$ cat config.mk
export PLATFORM = sky130hd
export DESIGN_NAME = pe_array_piso
export DESIGN_NICKNAME = d
export VERILOG_FILES = /design/src/rtl/pe_array_piso.sv
export SDC_FILE = /design/constraint.sdc
export NUM_CORES = 1
export LEC_CHECK = 0
export BUFFER_PORTS_ARGS = -buffer_cell sky130_fd_sc_hd__buf_2
export CAP_MARGIN = 20
export CORE_MARGIN = 2
export CORE_UTILIZATION = 60
export DETAILED_ROUTE_END_ITERATION = 10
export HOLD_SLACK_MARGIN = 0.1
export PLACE_DENSITY = 0.85
export SETUP_SLACK_MARGIN = 0.1
export SYNTH_ARGS = -nofsm -noshare
export SYNTH_HDL_FRONTEND = slang
export SYNTH_SLANG_ARGS = --single-unit
$ cat constraint.sdc
create_clock -name clk -period 2.7 [get_ports clk]
set_clock_uncertainty 0.2 [all_clocks]
set_input_delay 0.54 -clock clk [delete_from_list [all_inputs] [get_ports clk]]
set_output_delay 0.54 -clock clk [all_outputs]
set_load 0.01 [all_outputs]
$ cat src/rtl/pe_array_piso.sv
// pe_array_piso: double-buffered parallel-in/serial-out stage behind the PE array.
// A load snapshots all PE lanes. The lanes then stream out one per beat, lane 0 first,
// under valid/ready flow control. A shadow register accepts the next frame while the
// current frame is still draining.
// Optional macro PISO_LAST_EN adds the s_out_last and frame_cnt outputs.
module pe_array_piso #(
    parameter int unsigned PE_NUM     = 8,
    parameter int unsigned DATA_WIDTH = 16
) (
    input  logic                           clk,
    input  logic                           rst,
    input  logic                           load,
    input  logic [PE_NUM*2*DATA_WIDTH-1:0] p_in,
    output logic                           load_rdy,
    output logic                           s_out_v,
    output logic [2*DATA_WIDTH-1:0]        s_out,
    input  logic                           s_out_rdy,
`ifdef PISO_LAST_EN
    output logic                           s_out_last,
    output logic [15:0]                    frame_cnt,
`endif
    output logic                           overflow
);

    localparam int unsigned LW = 2 * DATA_WIDTH;
    localparam int unsigned CW = (PE_NUM > 1) ? $clog2(PE_NUM) : 1;
    localparam logic [CW-1:0] LastCnt = CW'(PE_NUM - 1);

    typedef enum logic {StIdle, StShift} state_e;

    state_e                   state_q, state_d;
    logic [PE_NUM*LW-1:0]     sreg_q, sreg_d;
    logic [PE_NUM*LW-1:0]     shd_q, shd_d;
    logic                     shd_v_q, shd_v_d;
    logic [CW-1:0]            cnt_q, cnt_d;
    logic                     ovf_q, ovf_d;
    logic                     hs;
    logic                     last;

    assign load_rdy = !shd_v_q;
    assign s_out_v  = (state_q == StShift);
    // Output is forced to zero outside a frame so that idle reads are clean
    assign s_out    = s_out_v ? sreg_q[LW-1:0] : '0;
    assign overflow = ovf_q;
    assign hs       = s_out_v && s_out_rdy;
    assign last     = (cnt_q == LastCnt);

    // Next-state: capture, shift, frame hand-over and overflow detection
    always_comb begin
        state_d = state_q;
        sreg_d  = sreg_q;
        shd_d   = shd_q;
        shd_v_d = shd_v_q;
        cnt_d   = cnt_q;
        ovf_d   = ovf_q | (load & shd_v_q);
        unique case (state_q)
            StIdle: begin
                if (load) begin
                    sreg_d  = p_in;
                    cnt_d   = '0;
                    state_d = StShift;
                end
            end
            StShift: begin
                if (hs && !last) begin
                    sreg_d = sreg_q >> LW;
                    cnt_d  = cnt_q + 1'b1;
                end else if (hs && last) begin
                    cnt_d = '0;
                    if (shd_v_q) begin
                        // The buffered frame takes over with no bubble. A load this cycle is refused.
                        sreg_d  = shd_q;
                        shd_v_d = 1'b0;
                    end else if (load) begin
                        sreg_d = p_in;
                    end else begin
                        sreg_d  = '0;
                        state_d = StIdle;
                    end
                end
                // A load that does not replace the draining frame goes to the shadow register
                if (load && !shd_v_q && !(hs && last)) begin
                    shd_d   = p_in;
                    shd_v_d = 1'b1;
                end
            end
        endcase
    end

    // State registers with asynchronous active-low reset
    always_ff @(posedge clk or negedge rst) begin
        if (!rst) begin
            state_q <= StIdle;
            sreg_q  <= '0;
            shd_q   <= '0;
            shd_v_q <= 1'b0;
            cnt_q   <= '0;
            ovf_q   <= 1'b0;
        end else begin
            state_q <= state_d;
            sreg_q  <= sreg_d;
            shd_q   <= shd_d;
            shd_v_q <= shd_v_d;
            cnt_q   <= cnt_d;
            ovf_q   <= ovf_d;
        end
    end

`ifdef PISO_LAST_EN
    logic [15:0] frame_cnt_q;

    assign s_out_last = s_out_v && last;
    assign frame_cnt  = frame_cnt_q;

    // Count completed frames, one per last-beat handshake; wraps naturally
    always_ff @(posedge clk or negedge rst) begin
        if (!rst) begin
            frame_cnt_q <= '0;
        end else if (hs && last) begin
            frame_cnt_q <= frame_cnt_q + 16'd1;
        end
    end
`endif

endmodule

==> results_dict.tcl <==
set metrics [dict create \
    finalHoldViolations 0 \
    clk_latency_ns 0.63 \
    htreeDepth 2 \
    max_slew_margin_pct 26.2 \
    grt_pass1_wl_microns 150000 \
    synthArstFlopShare_pct 100 \
    power_density_nw_per_um2 970 \
    syn_nets 3156 \
    first_pass_iters 6 \
    first_iter_violations 3658 \
    clkTransAtPathRegs_ns 0.06 \
    maxCapViolCount 0 \
    cp-start-kind "flop" \
    grt_usage_pct 37.7 \
    ant_nets 0 \
    cts.sinks 518 \
    cp.arrival_ns 1.84 \
    status "complete, no violations" \
    worstPathMaxFanout 86 \
    drive_gt1_share_pct 15.7 \
    tns_ns 0 \
    ys_ff_latch 518 \
    synthFlopType "dfrtp_1" \
    drc 0 \
    gp_congestion 0.872 \
    critPathBufInv 2 \
    synth_enable_flop_cells 0 \
    end_kind "primary output" \
    hp-class "primary input to flop" \
    worstPathCellList "buf_16 -> and2_1 -> buf_2" \
    yosysSeqAreaShare_pct 44.6 \
    cts_buffer_depth 3 \
    power.leakage_nw 15.1 \
    critPathSlowestCell "dfrtp_4" \
    grt_antenna_before_repair 19 \
    syn-cell-area_sq_um 29100 \
    path_delay_family "buffers and inverters" \
    cts_made_buffers 55 \
    p_total_mw 34.4 \
    wirelength_microns 95900 \
    dpl.hpwl_microns 56300 \
    initial_core_util_pct 60.9 \
    portBuffers 294 \
    num_vias 26700 \
    layout_min_cycle_time_ns 2.58 \
    setup_viol_count_final 0 \
    via_per_inst 6.77 \
    fin_nets 3531 \
    max_stage_delay_ns 0.46 \
    dpl_cell_area_sq_um 31000 \
    synth_cells 2894 \
    yosys_warnings 0 \
    postLayoutCoreUtil_pct 74.3 \
    yosysTopAreaCell "dfrtp_1" \
    die_x_microns 224 \
    ir_drop_mv 0.712 \
    grt_overflow_total 0 \
    rsz0062_at_grt "true" \
    worst_slew_pin_slew_ns 1.11 \
    root_buffer "clkbuf_16" \
    period_share_pct 95.6 \
    ioPinCount 295 \
    die_h_microns 224 \
    grt_max_degree 267 \
    cts_tree "yes" \
    grt_pass1_vias 26700 \
    maxSlewViolCount 0 \
    final_common_cell "dfrtp_1" \
    critPathKind "flop to primary output" \
    yosysUniqueCellTypes 29 \
    core-area_sq_um 47700 \
    max_freq_mhz 387 \
    dieArea_sq_um 50200 \
    yosys-top-cells-area "dfrtp_1, mux2_1, o22a_1" \
    synth_top_area_share_pct 44.6 \
    mostFrequentLayoutCells "dfrtp_1, buf_2, nand2_1, dlygate4sd3_1, nand3b_1" \
    design_area_sq_um 35500 \
    rows 80 \
    syn_to_final_growth_pct 22.0 \
    syn_avg_cell_area_sq_um 10.0 \
    cp_data_required_time_ns 1.96 \
    wire_per_inst_microns 24.3 \
]
## power by group
| group | switching, mW | internal [mW] |
|---|---|---|
| Sequential | 2.67 | 11.4 |
| Combinational | 6.22 | 6.43 |
| Clock | 3.27 | 4.39 |
| Total | 12.2 | 22.3 |
## worst min-delay path, cell delays in order
cell	delay, ns
clkbuf_8	0.17
nand2_2	0.10
o21ai_0	0.08
nand2b_1	0.07
## logic make-up (layout without fill, tap and decap cells)
kind of cell               count (synthesis)  in the layout  share of synthesized area (%)
adders and majority gates                  2              2                         0.0860
other                                      0             14                              0
muxes                                    259            259                           10.0
and+or+nand+nor                          807            807                           16.0
DFF                                      518            518                           44.6
buffers and inverters                    535            956                           7.80
AOI/OAI and AO/OA                        773            773                           21.5
## area by class of cell
cell class | instances | area [sq um]
multi-input cells | 1841 | 13900
flip-flops and latches | 518 | 13000
fillers | 3065 | 12300
repair buffers | 627 | 5140
clock buffers | 93 | 1710
inverters | 226 | 856
well taps | 615 | 769
clock inverters | 10 | 93.8
diodes | 14 | 35.0
## final timing paths
check / startpoint / end / slack, ns / depth (start not counted)
worst min register to register: shd_q[163]$_DFFE_PN0P_ / shd_q[163]$_DFFE_PN0P_ / 0.29 / 1
worst max register to register: s_out_v$_DFF_PN0_ / sreg_q[47]$_DFFE_PN0P_ / 0.18 / 5
max in group asynchronous: rst / sreg_q[89]$_DFFE_PN0P_ / 1.15 / 4
min in group asynchronous: rst / sreg_q[19]$_DFFE_PN0P_ / 0.24 / 2
worst min-delay path: s_out_rdy / s_out_v$_DFF_PN0_ / 0.18 / 4
worst max-delay path: s_out_v$_DFF_PN0_ / s_out[11] / 0.12 / 3
## layer usage
layer	up-vias	part of all wire, %	global-route usage [%]
met5	-	0.11	0
met4	16	6.4	21.4
met3	392	9.0	7.20
met2	1622	47	60.8
met1	13400	37	47.9
li1	11300	-	-
## state kept, by name (all words and copies together) (netlist names)
name / cells
shd_q: 256
s_out_v: 1
sreg_q: 256
cnt_q: 3
overflow: 1
shd_v_q: 1
## Yosys cell counts, types with 30 or more instances
cell,number
o22a_1,225
nor2_1,32
mux2_2,58
dfrtp_1,518
nand2b_1,225
mux2_1,200
inv_1,225
a211oi_1,225
buf_2,101
nand3b_1,256
a211o_1,31
and2_1,32
buf_4,30
a21oi_1,62
nand2_1,257
a32oi_1,224
clkbuf_1,149
## repair_timing
action | in CTS | in global routing
gates resized for setup | 1 | 0
pin swaps | 0 | 0
setup endpoints to repair | 32 | 2
hold buffers | 257 | 0
endpoints found under the hold margin | 546 | 0
setup buffers | 3 | 0
## through the flow
step | cells | setup WS, ns | hold WS [ns]
5_1_grt | 3937 | 0.0733 | 0.209
3_3_place_gp | 3567 | 0.389 | 0.234
3_5_place_dp | 3567 | 0.339 | 0.241
4_1_cts | 3930 | 0.117 | 0.162
6_report | 3944 | 0.117 | 0.180
2_1_floorplan | 2894 | 0.621 | 0.0444
No activity file was read; power rests on OpenSTA's default activity.
